### src/rtl/pc_sequencer.sv
// ============================================================================
// pc_sequencer : PC / OLD_PC owner with next-PC selection and
//                misaligned-target trapping for the RV32I multicycle core.
// Revision     : 1.0
// ============================================================================
`default_nettype none

module pc_sequencer #(
    parameter int               XLEN         = 32,
    parameter logic [XLEN-1:0]  RESET_VECTOR = 32'h0000_0000,
    parameter logic [XLEN-1:0]  TRAP_VECTOR  = 32'h0000_0100,
    parameter int               IALIGN       = 32
) (
    input  logic            clk,
    input  logic            rst,
    input  logic            pc_write,
    input  logic [2:0]      pcsrc,
    input  logic            branch_taken,
    input  logic [XLEN-1:0] branch_target,
    input  logic [XLEN-1:0] alu_output,
    input  logic [XLEN-1:0] epc_in,
    input  logic            exc_ack,
    output logic [XLEN-1:0] pc,
    output logic [XLEN-1:0] old_pc,
    output logic [XLEN-1:0] pc_plus_4,
    output logic [XLEN-1:0] pc_next,
    output logic            redirect,
    output logic            exc_pending,
    output logic [XLEN-1:0] exc_tval
);

    localparam logic [2:0] c_SRC_SEQ    = 3'b000;
    localparam logic [2:0] c_SRC_BRANCH = 3'b001;
    localparam logic [2:0] c_SRC_JAL    = 3'b010;
    localparam logic [2:0] c_SRC_JALR   = 3'b011;
    localparam logic [2:0] c_SRC_TRAP   = 3'b100;
    localparam logic [2:0] c_SRC_RET    = 3'b101;

    typedef enum logic [0:0] {
        ST_RUN     = 1'b0,
        ST_TRAPPED = 1'b1
    } state_t;

    state_t          r_state;
    logic            w_nonseq;
    logic            w_misaligned;
    logic [XLEN-1:0] w_load;

    // Elaboration stops on an unsupported alignment or a trap vector that would itself fault.
    if ((IALIGN != 16 && IALIGN != 32) ||
        (IALIGN == 32 && TRAP_VECTOR[1:0] != 2'b00) ||
        TRAP_VECTOR[0]) begin : g_bad_params
        $error("pc_sequencer: illegal IALIGN or misaligned TRAP_VECTOR");
    end

    assign pc_plus_4 = pc + {{(XLEN-3){1'b0}}, 3'd4};

    always_comb begin
        pc_next  = pc_plus_4;
        w_nonseq = 1'b0;
        case (pcsrc)
            c_SRC_SEQ: pc_next = pc_plus_4;
            c_SRC_BRANCH: begin
                pc_next  = branch_taken ? branch_target : pc_plus_4;
                w_nonseq = branch_taken;
            end
            c_SRC_JAL: begin
                pc_next  = branch_target;
                w_nonseq = 1'b1;
            end
            c_SRC_JALR: begin
                pc_next  = {alu_output[XLEN-1:1], 1'b0};
                w_nonseq = 1'b1;
            end
            c_SRC_TRAP: pc_next = TRAP_VECTOR;
            c_SRC_RET: begin
                pc_next  = epc_in;
                w_nonseq = 1'b1;
            end
            default: pc_next = pc_plus_4;
        endcase
    end

    assign w_misaligned = w_nonseq && ((IALIGN == 32) ? pc_next[1] : pc_next[0]);
    assign w_load       = w_misaligned ? TRAP_VECTOR : pc_next;

    always_ff @(posedge clk) begin
        if (rst) begin
            pc          <= RESET_VECTOR;
            old_pc      <= RESET_VECTOR;
            redirect    <= 1'b0;
            exc_pending <= 1'b0;
            exc_tval    <= '0;
            r_state     <= ST_RUN;
        end else begin
            redirect <= 1'b0;
            case (r_state)
                ST_RUN: begin
                    if (pc_write) begin
                        pc       <= w_load;
                        old_pc   <= pc;
                        redirect <= (w_load != pc_plus_4);
                        if (w_misaligned) begin
                            exc_tval    <= pc_next;
                            exc_pending <= 1'b1;
                            r_state     <= ST_TRAPPED;
                        end
                    end
                end
                ST_TRAPPED: begin
                    // Only a trap-vector write may move the PC while a fault is outstanding.
                    if (pc_write && pcsrc == c_SRC_TRAP) begin
                        pc       <= TRAP_VECTOR;
                        old_pc   <= pc;
                        redirect <= (TRAP_VECTOR != pc_plus_4);
                    end
                    if (exc_ack) begin
                        exc_pending <= 1'b0;
                        r_state     <= ST_RUN;
                    end
                end
                default: r_state <= ST_RUN;
            endcase
        end
    end

    logic w_unused_bits;
    assign w_unused_bits = alu_output[0];

endmodule

`default_nettype wire
### config.mk
export PLATFORM = sky130hd
export DESIGN_NAME = pc_sequencer
export DESIGN_NICKNAME = d
export VERILOG_FILES = /design/src/rtl/pc_sequencer.sv
export SDC_FILE = /design/constraint.sdc
export NUM_CORES = 1
export LEC_CHECK = 0
export BUFFER_PORTS_ARGS = -buffer_cell sky130_fd_sc_hd__buf_4
export CELL_PAD_IN_SITES_DETAIL_PLACEMENT = 0
export CELL_PAD_IN_SITES_GLOBAL_PLACEMENT = 2
export CORE_MARGIN = 10
export CORE_UTILIZATION = 27
export CTS_CLUSTER_DIAMETER = 50
export DETAILED_ROUTE_END_ITERATION = 16
export GPL_TIMING_DRIVEN = 0
export PLACE_DENSITY = 0.86
export SYNTH_ARGS = -nofsm -noshare
export SYNTH_HDL_FRONTEND = slang
export SYNTH_SLANG_ARGS = --single-unit
### constraint.sdc
create_clock -name clk -period 7.7 [get_ports clk]
set_input_delay 0 -clock clk [delete_from_list [all_inputs] [get_ports clk]]
set_output_delay 0 -clock clk [all_outputs]
set_load 0.02 [all_outputs]
After elaboration in Yosys (flattened, before gate mapping). Cells that the tools add are included.

Register bits: 99. Latch bits: 0. Bits in writable memories: 0. Memory bits (read-only): 0. Bits of input ports: 104. Output and inout port bits: 162. Logic and storage cells: 46. Memories: 0.

Add/sub/neg operators: 1. $mul: 0. Divide/modulo/power cells: 0. Order comparisons: 0. Equal/unequal tests: 11. Shifts and indexed selects: 0. Mux-type cells: 21. Bitwise operators: 1. Reduce and logical (&&, ||, !) cells: 6.

Operator list (count): 32-bit 2-to-1 mux (6); 32-bit case mux with 5 select lines (1); 32-bit case mux with 2 select lines (2); 32-bit by 3-bit adder with 32-bit output (second input constant) (1); 32-bit != test (1); 9-bit by 32-bit != test with 1-bit output (first input constant) (1); 1-bit 2-to-1 mux (8); 1-bit case mux with 2 select lines (4); 3-bit by 2-bit == test with 1-bit output (second input constant) (2); 3-bit == test (second input constant) (2); 2-bit != test (second input constant) (3); 3-bit AND reduction (2); 3-bit by 1-bit == test with 1-bit output (second input constant) (1); 3-bit OR reduction (1); 1-bit logical AND (2); 2-bit by 1-bit != test with 1-bit output (second input constant) (1); 2-bit AND reduction (1); 1-bit NOT (1).

Logic depth before layout (Yosys ltp). Gate-level depths: netlist of the first run.

Depth after elaboration: 8. Depth in mapped cells: 11.

Least setup slack after synthesis of the first run. OpenSTA, ideal clock, no wires.

Path type: register -> register. Start point: register pc[2]. End point: register redirect. Setup time: 0.123 ns. Arrival: 3.175 ns. Required time: 7.577 ns. Setup slack: 4.402 ns. Stages on the path, launching flop included: 11. Path buffers: 0. Period minus slack after synthesis: 3.298 ns. Cell sequence: dfxtp_1 -> ha_1 -> nand3_2 -> or4_4 -> or3_1 -> xnor2_1 -> o22ai_1 -> o32ai_1 -> o2111a_1 -> o2111ai_1 -> o2bb2ai_1.

Cells in the longest elaborated chain, start to end: 7.

RTL lines: from (decl) (line 23) `output logic [XLEN-1:0] pc,`; from (signal assigned) (line 100) `pc <= w_load;`; 32-bit by 3-bit adder with 32-bit output (*) (line 56) `assign pc_plus_4 = pc + {{(XLEN-3){1'b0}}, 3'd4};`; named net pc_plus_4[26] (line 25) `output logic [XLEN-1:0] pc_plus_4,`; 32-bit 2-to-1 mux (line 64) `pc_next = branch_taken ? branch_target : pc_plus_4;`; 32-bit case mux with 5 select lines (line 61) `case (pcsrc)`; 32-bit 2-to-1 mux (line 85) `assign w_load = w_misaligned ? TRAP_VECTOR : pc_next;`; 32-bit != test (line 102) `redirect <= (w_load != pc_plus_4);`; 1-bit 2-to-1 mux (line 99) `if (pc_write) begin`; 1-bit case mux with 2 select lines (*) (line 97) `case (r_state)`; to (signal assigned) (line 102); to (signal assigned) (line 115) `redirect <= (TRAP_VECTOR != pc_plus_4);`; to (decl) (line 27) `output logic redirect,`.

The timed path passes the listed nets; every way through them passes the cells marked *. A chain may end at the register's enable or synchronous reset.

Worst setup path in the final report of the first run.
Start point: register pc[2]. End point: register redirect.

Cells in the longest elaborated chain, start to end: 7.

RTL lines (line): 32-bit by 3-bit adder with 32-bit output (*) (56); 32-bit 2-to-1 mux (64); 32-bit case mux with 5 select lines (61); 32-bit 2-to-1 mux (85); 32-bit != test (102); 1-bit 2-to-1 mux (99); 1-bit case mux with 2 select lines (*) (97).

Every way passes the cells marked *; elsewhere a longest branch is shown, timed or not.

==> flow_summary.yaml, run 1 <==
status:
  status: "finished, final reports clean"
clocking:
  cts_buffer_depth: 2
  cts.sinks: 99
  clock_latency_ns: 0.37
  ctsResizeCount: 0
  htreeDepth: 3
  cts_buffers: 9
  cts_tree: "done"
  root_buffer: "clkbuf_16"
  hold_buffers: 1
  clk_pin_slew_ns: 0.07
  cts_setup_buffers: 0
global_route:
  grt_max_degree: 18
  grt_pass1_wl_um: 45900
  grt_overflow: 0
  grt_pass1_vias: 6994
  track_usage: 0.214
  antenna_found_initial: 0
synth:
  synth_ff_type: "dfxtp_1"
  synth_top_area_cell: "dfxtp_1"
  async_flop_share: 0
  syn_area_per_cell_um2: 7.33
  yosysWarnings: 0
  synth_cell_types: 66
  synth.top_cell.area_share: 0.345
  yosys-top-cells-count: "131 x nand2_1, 112 x nor2_1, 99 x dfxtp_1, 52 x clkbuf_1, 47 x nor3_1"
  synthesis.nets: 889
  synthTopCellsByArea: "dfxtp_1 35%, nand2_1 8.6%, nor2_1 7.3%"
  syn_area_um2: 5740
  ys_ff_latch: 99
  synthCells: 783
  synth_edf_count: 0
  synth_most_common_cell: "nand2_1"
  seq_area_frac_synth: 0.345
sta:
  grt_setup_unrepaired: "no"
  slew_violations: 0
  worstMarginPinSlew_ns: 1.08
  period_share: 0.475
  setup_viol: 0
  slew_headroom: 0.273
  tns_ns: 0
  clock_skew_ns: 0.0120
  fmax_ghz: 0.273
  hold_viol_final: 0
  fin_crit_ns: 3.66
min_path:
  hp-class: "in2reg"
critical_path:
  crit_path_end: "redirect$_SDFF_PP0_"
  worstSetupPathType: "reg2reg"
  start_kind: "register"
  startpoint: "pc[2]$_SDFFE_PP0P_"
  reg2reg_slack_ns: 4.04
  cp.required_ns: 7.94
  worstPathArrival_ns: 3.89
  path_max_fanout: 11
  r2r-end: "redirect$_SDFF_PP0_"
  rr_startpoint: "pc[2]$_SDFFE_PP0P_"
  critPathCaptureType: "register"
  r2r_cells: 10
layout:
  fin_util: 0.400
  nFillCells: 2295
  layout-drive-gt1-share: 0.289
  fin_area_um2: 8370
  fin_nets: 1164
  instances_no_fill: 1338
  insertedDiodeCount: 0
  area_delta_synth_final_pct: 46.0
routing:
  wl_per_cell_um: 23.3
  drtIter0Drc: 641
  first_pass_iters: 7
  drc: 0
  vias: 7004
  vias_per_cell: 5.23
  drtAntennaViolNets: 0
  wl_um: 31200
placement:
  placed_cell_area_um2: 8060
  gp_congestion: 0.941
  dpl.cell_count: 1321
  io_buffer_count: 263
  dp_hpwl_um: 25200
floorplan:
  fp.dieW_um: 166
  ioPinCount: 266
  die-area_um2: 27500
  die_y_um: 166
  core_region_area_um2: 21000
  rows: 53
  start_util: 0.274
power_and_ir_drop:
  ir_drop_uv: 94.5
  fin_total_pwr_uw: 1470
  p_per_area_nw_per_um2: 176
  power_leakage_uw: 0.00369
run:
  drv_cap: 0
## worst min path at each step
stage	from	to	slack (ns)	cells after the start
after floorplan	exc_ack	r_state$_SDFF_PP0_	0.18	2
after global placement	exc_ack	r_state$_SDFF_PP0_	0.28	3
after detailed placement	exc_ack	r_state$_SDFF_PP0_	0.29	3
after CTS	pc_write	redirect$_SDFF_PP0_	0.03	4
after global routing	pc_write	redirect$_SDFF_PP0_	0.08	4
final	pc_write	redirect$_SDFF_PP0_	0.04	4
## metrics by stage
step                      hold WS (ns)  setup WS, ns
after global placement           0.280          4.12
after detailed placement         0.290          4.12
after floorplan                  0.182          4.40
final                           0.0410          4.04
after global routing            0.0799          3.85
after CTS                       0.0331          4.11
## flip-flops by register name (all words and copies together) (netlist names)
| register | cells |
|---|---|
| redirect | 1 |
| pc | 32 |
| exc_tval | 32 |
| old_pc | 32 |
| r_state | 1 |
| exc_pending | 1 |
## logic make-up after synthesis
family / count (synthesis) / share of synthesized area
AOI/OAI and AO/OA: 191 / 0.240
adders and majority gates: 2 / 0.00436
xor gates and xnor gates: 28 / 0.0454
buffers and inverters: 92 / 0.0665
and+or+nand+nor: 370 / 0.297
DFF: 99 / 0.345
muxes: 1 / 0.00196
## power breakdown
part / leakage [uW] / total (uW) / switching, uW / internal, uW
clock network: 0.000154 / 485 / 221 / 265
logic: 0.00273 / 435 / 271 / 164
registers: 0.000804 / 553 / 18.6 / 535
## per-layer routing
metal	vias to the layer above	global-route usage	share of wire
met5	-	0	0
met4	0	0.0439	0.011
met3	18	0.0535	0.074
met2	263	0.355	0.47
met1	3343	0.275	0.44
li1	3380	-	-
## layout make-up
cell class	count	area [um^2]	share of cell area
multi-input cells	592	3370	0.403
clock buffers	10	239	0.0285
well taps	275	344	0.0411
flip-flops and latches	99	1980	0.237
clock inverters	6	70.1	0.00837
repair buffers	264	1980	0.237
inverters	24	90.1	0.0108
plain buffers	68	292	0.0348
## worst max-delay path: stages, from the launching register on
cell       delay, ns
dfxtp_1         0.61
ha_1            0.35
nand3_2         0.26
or4_4           0.53
or3_1           0.42
xnor2_1         0.41
o22ai_1         0.15
o32ai_1         0.32
o2111a_1        0.22
o2111ai_1       0.11
o2bb2ai_1       0.16
## layout by cell type, fill, tap and decap left out, types with 3 or more instances in the layout
cell / synthesis / routed
o2bb2ai_1: 3 / 3
dfxtp_1: 99 / 99
nand3b_1: 3 / 3
a21o_1: 4 / 4
buf_4: 7 / 270
inv_1: 23 / 23
nor2_1: 112 / 112
nand2b_1: 10 / 10
nand3_1: 15 / 15
o32ai_1: 4 / 4
xor2_1: 13 / 13
and3_1: 4 / 4
a21oi_1: 45 / 45
o221ai_1: 5 / 5
clkbuf_1: 52 / 52
a222oi_1: 25 / 25
nor2b_1: 4 / 4
or4_4: 3 / 3
and4_1: 4 / 4
inv_6: 0 / 3
a31oi_1: 3 / 3
nor3_1: 47 / 47
o22ai_1: 5 / 5
a22o_1: 4 / 4
o21ai_0: 21 / 21
nor4_1: 9 / 9
buf_2: 8 / 8
a21boi_0: 4 / 4
a22oi_1: 43 / 43
clkbuf_16: 0 / 9
xnor2_1: 13 / 13
nand2_1: 131 / 131
nand4_1: 12 / 12
(Power assumes the default switching activity.)
==> run 2: changes to the inputs <==
Settings changed: CORE_UTILIZATION 27 to 22, PLACE_DENSITY 0.86 to 0.75.
Clock period 7.7 ns to 3.26 ns, I/O delays scaled along.
==> run 2 against run 1 <==
Effect of this change: die area is 20% higher; register-to-register slack worse by 4.0 ns; hold slack better by 0.029 ns; core utilization shrank 6.6 points; flip-flop and latch count did not move; critical path depth did not move; final cell count rose by 4.9%; worst setup slack got worse by 4.0 ns; cell area is 3.1% higher; first-iteration DRC count is 5.1% lower; fmax is 15% higher; sequential power is 140% higher; largest power group unchanged; highest routed layer unchanged.
==> flow_summary.yaml, run 2 (same netlist as run 1, synthesis figures left out) <==
status:
  status: "finished, final reports clean"
power_and_ir_drop:
  power_leakage_uw: 0.00377
  ir_drop_uv: 233
  p_per_area_nw_per_um2: 412
sta:
  period_share: 0.976
  grt_setup_unrepaired: "no"
  fin_hold_ws_ns: 0.0699
  slew_violations: 0
  slew_headroom: 0.364
  clock_skew_ns: 0.00892
  fin_crit_ns: 3.18
  setup_viol: 0
  fmax_ghz: 0.314
  hold_viol_final: 0
  worstMarginPinSlew_ns: 0.954
  worst_slack_ns: 0.0771
clocking:
  htreeDepth: 3
  clock_latency_ns: 0.36
  clk_pin_slew_ns: 0.07
  cts_tree: "done"
  root_buffer: "clkbuf_16"
  cts.sinks: 99
  cts_buffer_depth: 2
  cts_buffers: 9
floorplan:
  die_y_um: 181
  start_util: 0.222
  rows: 59
  fp.dieW_um: 181
  die-area_um2: 32900
  ioPinCount: 266
  core_region_area_um2: 25800
layout:
  area_delta_synth_final_pct: 50.5
  top_regs: "exc_tval (32), old_pc (32), pc (32)"
  nFillCells: 2890
  final_cell_mix: "276 x buf_4, 130 x nand2_1, 112 x nor2_1"
  instances_no_fill: 1403
  layout.area.seq_um2: 1990
  fin_area_um2: 8630
  insertedDiodeCount: 0
  mostFrequentLayoutCell: "buf_4"
  layout-drive-gt1-share: 0.311
  multi_input_area_um2: 3480
  fin_util: 0.334
  fin_nets: 1169
routing:
  wl_per_cell_um: 23.7
  drtIter0Drc: 608
  drtAntennaViolNets: 0
  vias_per_cell: 5.06
  vias: 7100
  wl_um: 33300
  first_pass_iters: 5
  drc: 0
critical_path:
  reg2reg_slack_ns: 0.08
  worstPathArrival_ns: 3.41
  worstSetupPathType: "reg2reg"
  start_kind: "register"
  path_max_fanout: 9
  cp.required_ns: 3.48
  critPathCaptureType: "register"
placement:
  dp_hpwl_um: 26700
  gp_congestion: 0.887
  io_buffer_count: 263
  pre_cts_slack_ns: -0.338
  dpl.cell_count: 1381
  placed_cell_area_um2: 8140
global_route:
  grt_max_degree: 17
  grt_pass1_vias: 7136
  grt_overflow: 0
  antenna_found_initial: 0
  track_usage: 0.192
  grt_pass1_wl_um: 48100
min_path:
  hp-class: "in2reg"
run:
  drv_cap: 0
## run 2: cell count changes in the layout (fill, tap and decap cells not counted), moves of 4 or more
| cell | delta |
|---|---|
| buf_4 | +6 |
| dfxtp_1 | -4 |
| xor2_1 | -4 |
| xor2_2 | +4 |
| clkbuf_1 | -4 |
## run 2: worst max-delay path, stage by stage (launching register included)
cell	delay (ns)
dfxtp_2	0.45
ha_4	0.22
nand3_4	0.15
or4_4	0.50
or4_4	0.46
xnor2_2	0.19
inv_2	0.08
or4_4	0.50
a21oi_1	0.16
o2111ai_1	0.15
o2bb2ai_1	0.19
## run 2: layout make-up
class                   instances  share of cell area
plain buffers                  67              0.0344
clock buffers                  10              0.0277
clock inverters                 6              0.0101
inverters                      24              0.0104
multi-input cells             592               0.403
flip-flops and latches         99               0.230
well taps                     335              0.0486
repair buffers                270               0.235
## run 2: report_power, final
| group | leakage (uW) | total [uW] | switching (uW) | internal, uW |
|---|---|---|---|---|
| sequential | 0.000806 | 1310 | 48.8 | 1260 |
| combinational | 0.00280 | 1050 | 655 | 391 |
| clock | 0.000163 | 1200 | 503 | 696 |
| total | 0.00377 | 3560 | 1210 | 2350 |
## run 2: metal layers
layer / track usage / vias to the layer above / wire length [um]
met5: 0 / - / 0
met4: 0.0413 / 0 / 450
met3: 0.0497 / 26 / 2410
met2: 0.317 / 278 / 15900
met1: 0.244 / 3422 / 14600
li1: - / 3374 / -
## run 2: timing repair
action | 4_1_cts | 5_1_grt
buffers inserted | 3 | 3
pin swaps | 0 | 2
resized for setup | 10 | 18
endpoints found under the hold margin | 2 | 0
hold buffers | 1 | 0
endpoints found under the setup margin | 5 | 22
## run 2: per-stage QoR
step                      total power, uW  setup TNS (ns)
final                                3560               0
after global routing                 3710               0
after CTS                            3580               0
after detailed placement             2370          -0.342
after global placement               2370          -0.441
after floorplan                      1860               0
## run 2: final timing paths
| kind | cells past startpoint | endpoint | from |
|---|---|---|---|
| setup / recovery | 10 | redirect$_SDFF_PP0_ | pc[3]$_SDFFE_PP0P_ |
| hold / removal | 4 | redirect$_SDFF_PP0_ | pc_write |
| setup reg to reg | 10 | redirect$_SDFF_PP0_ | pc[3]$_SDFFE_PP0P_ |
| hold reg to reg | 2 | old_pc[2]$_SDFFE_PP0P_ | old_pc[2]$_SDFFE_PP0P_ |
==> run 3: changes to the inputs <==
Settings changed: PLACE_DENSITY 0.75 to default, PLACE_DENSITY_LB_ADDON from default to 0.1.
==> run 3 against run 2 <==
Effect of this change: the run now ends with setup timing left; final cell count down 0.21%; die area unchanged; register-to-register slack worse by 0.11 ns; wire length up 1.9%; total power down 0.94%; clock skew down 0.0022 ns; fmax down 3.2%; flip-flop and latch count unchanged; sequential share of layout area up 0.21 points; sequential power about the same; clock power down 3%; critical endpoint unchanged.
==> flow_summary.yaml, run 3 (same netlist as run 1, synthesis figures left out) <==
status:
  status: "finished with violations"
  violations: "setup timing"
sta:
  slew_violations: 0
  worstMarginPinSlew_ns: 1.07
  setup_viol: 1
  period_share: 1.01
  slew_headroom: 0.290
  worst_slack_ns: -0.0286
  grt_setup_unrepaired: "yes"
  hold_viol_final: 0
  clock_skew_ns: 0.00674
  fin_hold_ws_ns: 0.0396
  fmax_ghz: 0.304
  fin_crit_ns: 3.29
global_route:
  grt_pass1_wl_um: 49400
  grt.met1_usage: 0.259
  grt.met3_usage: 0.0535
  antenna_found_initial: 0
  grt_max_degree: 16
  grt_pass1_vias: 7199
  grt_overflow: 0
  grt.busiest_layer: "met2"
  track_usage: 0.197
  grt_use_met2: 0.309
critical_path:
  worstSetupPathType: "reg2reg"
  start_kind: "register"
  r2r_cells: 10
  cpMaxStageDelayCell: "or3_1"
  cp.required_ns: 3.50
  reg2reg_slack_ns: -0.03
  r2r-end: "redirect$_SDFF_PP0_"
  worstPathArrival_ns: 3.53
  path_max_fanout: 9
  crit_chain: "buf_2, nand4_1, or3_1, or4_1, xnor2_2, o22ai_1, o32ai_1, o2111a_1, o2111ai_1, o2bb2ai_1"
  critPathCaptureType: "register"
  cpPeakStageDelay_ns: 0.53
  rr_startpoint: "pc[15]$_SDFFE_PP0P_"
clocking:
  root_buffer: "clkbuf_16"
  cts_buffers: 9
  cts_tree: "done"
  htreeDepth: 3
  clk_pin_slew_ns: 0.07
  clock_latency_ns: 0.36
  cts_buffer_depth: 2
  cts.sinks: 99
power_and_ir_drop:
  p_sw_frac: 0.345
  p_clk_frac: 0.330
  seqPwrFrac: 0.372
  power_switching_uw: 1210
  p_per_area_nw_per_um2: 412
  pwr-share-comb: 0.298
  power_leakage_uw: 0.00373
  ir_drop_uv: 190
  intPower_uw: 2310
routing:
  first_pass_iters: 7
  wl_per_cell_um: 24.2
  drtAntennaViolNets: 0
  vias_per_cell: 5.04
  drc: 0
  wl_um: 33900
  drtIter0Drc: 568
  vias: 7058
layout:
  layout-drive-gt1-share: 0.302
  mostFrequentLayoutCell: "buf_4"
  top_regs: "exc_tval (32), old_pc (32), pc (32)"
  fin_nets: 1167
  area_delta_synth_final_pct: 49.0
  final_cell_mix: "274 x buf_4, 131 x nand2_1, 111 x nor2_1"
  fin_area_um2: 8550
  insertedDiodeCount: 0
floorplan:
  rows: 59
  fp.dieW_um: 181
  core_region_area_um2: 25800
  ioPinCount: 266
  die_y_um: 181
  die-area_um2: 32900
  start_util: 0.222
min_path:
  hold_path_end: "redirect$_SDFF_PP0_"
  hp-class: "in2reg"
  hold_path_depth: 4
  worstHoldStart: "pc_write"
run:
  drv_cap: 0
placement:
  placed_cell_area_um2: 8140
  dp_hpwl_um: 27200
  gp_congestion: 0.839
  io_buffer_count: 263
-- run 3: cell types whose count changed in the layout (fill, tap and decap cells not counted), moves of 2 or more --
| cell | change |
|---|---|
| clkbuf_8 | +2 |
| clkinv_2 | -2 |
| buf_4 | -2 |
| clkbuf_1 | +2 |
| xor2_1 | +3 |
| xor2_2 | -3 |
-- run 3: how the worst max path moves through the flow --
stage | startpoint | to | depth (start not counted)
after floorplan | pc[2]$_SDFFE_PP0P_ | redirect$_SDFF_PP0_ | 10
after global placement | pc[2]$_SDFFE_PP0P_ | redirect$_SDFF_PP0_ | 9
after detailed placement | pc[2]$_SDFFE_PP0P_ | redirect$_SDFF_PP0_ | 9
after CTS | pc[2]$_SDFFE_PP0P_ | pc_next[30] | 9
after global routing | pc[19]$_SDFFE_PP0P_ | redirect$_SDFF_PP0_ | 10
final | pc[15]$_SDFFE_PP0P_ | redirect$_SDFF_PP0_ | 10
-- run 3: critical path, delay by kind of cell (launching register included) --
kind	cells	cell delay, ns
simple gates	3	1.31
flops	1	0.35
buf+inv	1	0.25
compound gates	5	0.99
xor+xnor	1	0.27
-- run 3: cell type report --
cell class | count | area (um^2)
fill | 2899 | 17300
multi-input combinational | 592 | 3440
timing repair buffer | 268 | 2010
sequential | 99 | 1990
tap | 335 | 419
buffer | 67 | 289
clock buffer | 12 | 267
inverter | 24 | 90.1
clock inverter | 3 | 46.3
-- run 3: power by group through the flow --
| stage | logic (uW) | registers (uW) | clock network (uW) |
|---|---|---|---|
| 2_1_floorplan | 469 | 1390 | 0 |
| 3_3_place_gp | 1050 | 1340 | 0 |
| 3_5_place_dp | 1050 | 1340 | 0 |
| 4_1_cts | 1050 | 1310 | 1190 |
| 5_1_grt | 1130 | 1320 | 1220 |
| 6_report | 1050 | 1310 | 1160 |
-- run 3: metrics by stage --
step | setup WS, ns | TNS [ns] | instances | power [uW] | utilization
floorplan | 0.0299 | 0 | 783 | 1860 | -
global placement | -0.314 | -0.863 | 1381 | 2380 | 0.315
detailed placement | -0.320 | -1.40 | 1381 | 2380 | 0.315
CTS | 0.00175 | 0 | 1398 | 3560 | 0.330
global route | -0.146 | -0.146 | 1400 | 3660 | 0.331
finish | -0.0286 | -0.0286 | 1400 | 3520 | 0.331
-- run 3: timing repair --
| action | in CTS | in global routing |
|---|---|---|
| setup endpoints to repair | 24 | 22 |
| hold buffers | 1 | 0 |
| buffers inserted | 2 | 2 |
| pin swaps | 1 | 1 |
| resized for setup | 12 | 5 |
| hold endpoints to repair | 2 | 0 |
-- run 3: layer usage --
metal	wire, um	part of all wire
met5	0	0
met4	652	0.019
met3	2270	0.067
met2	15300	0.45
met1	15700	0.46
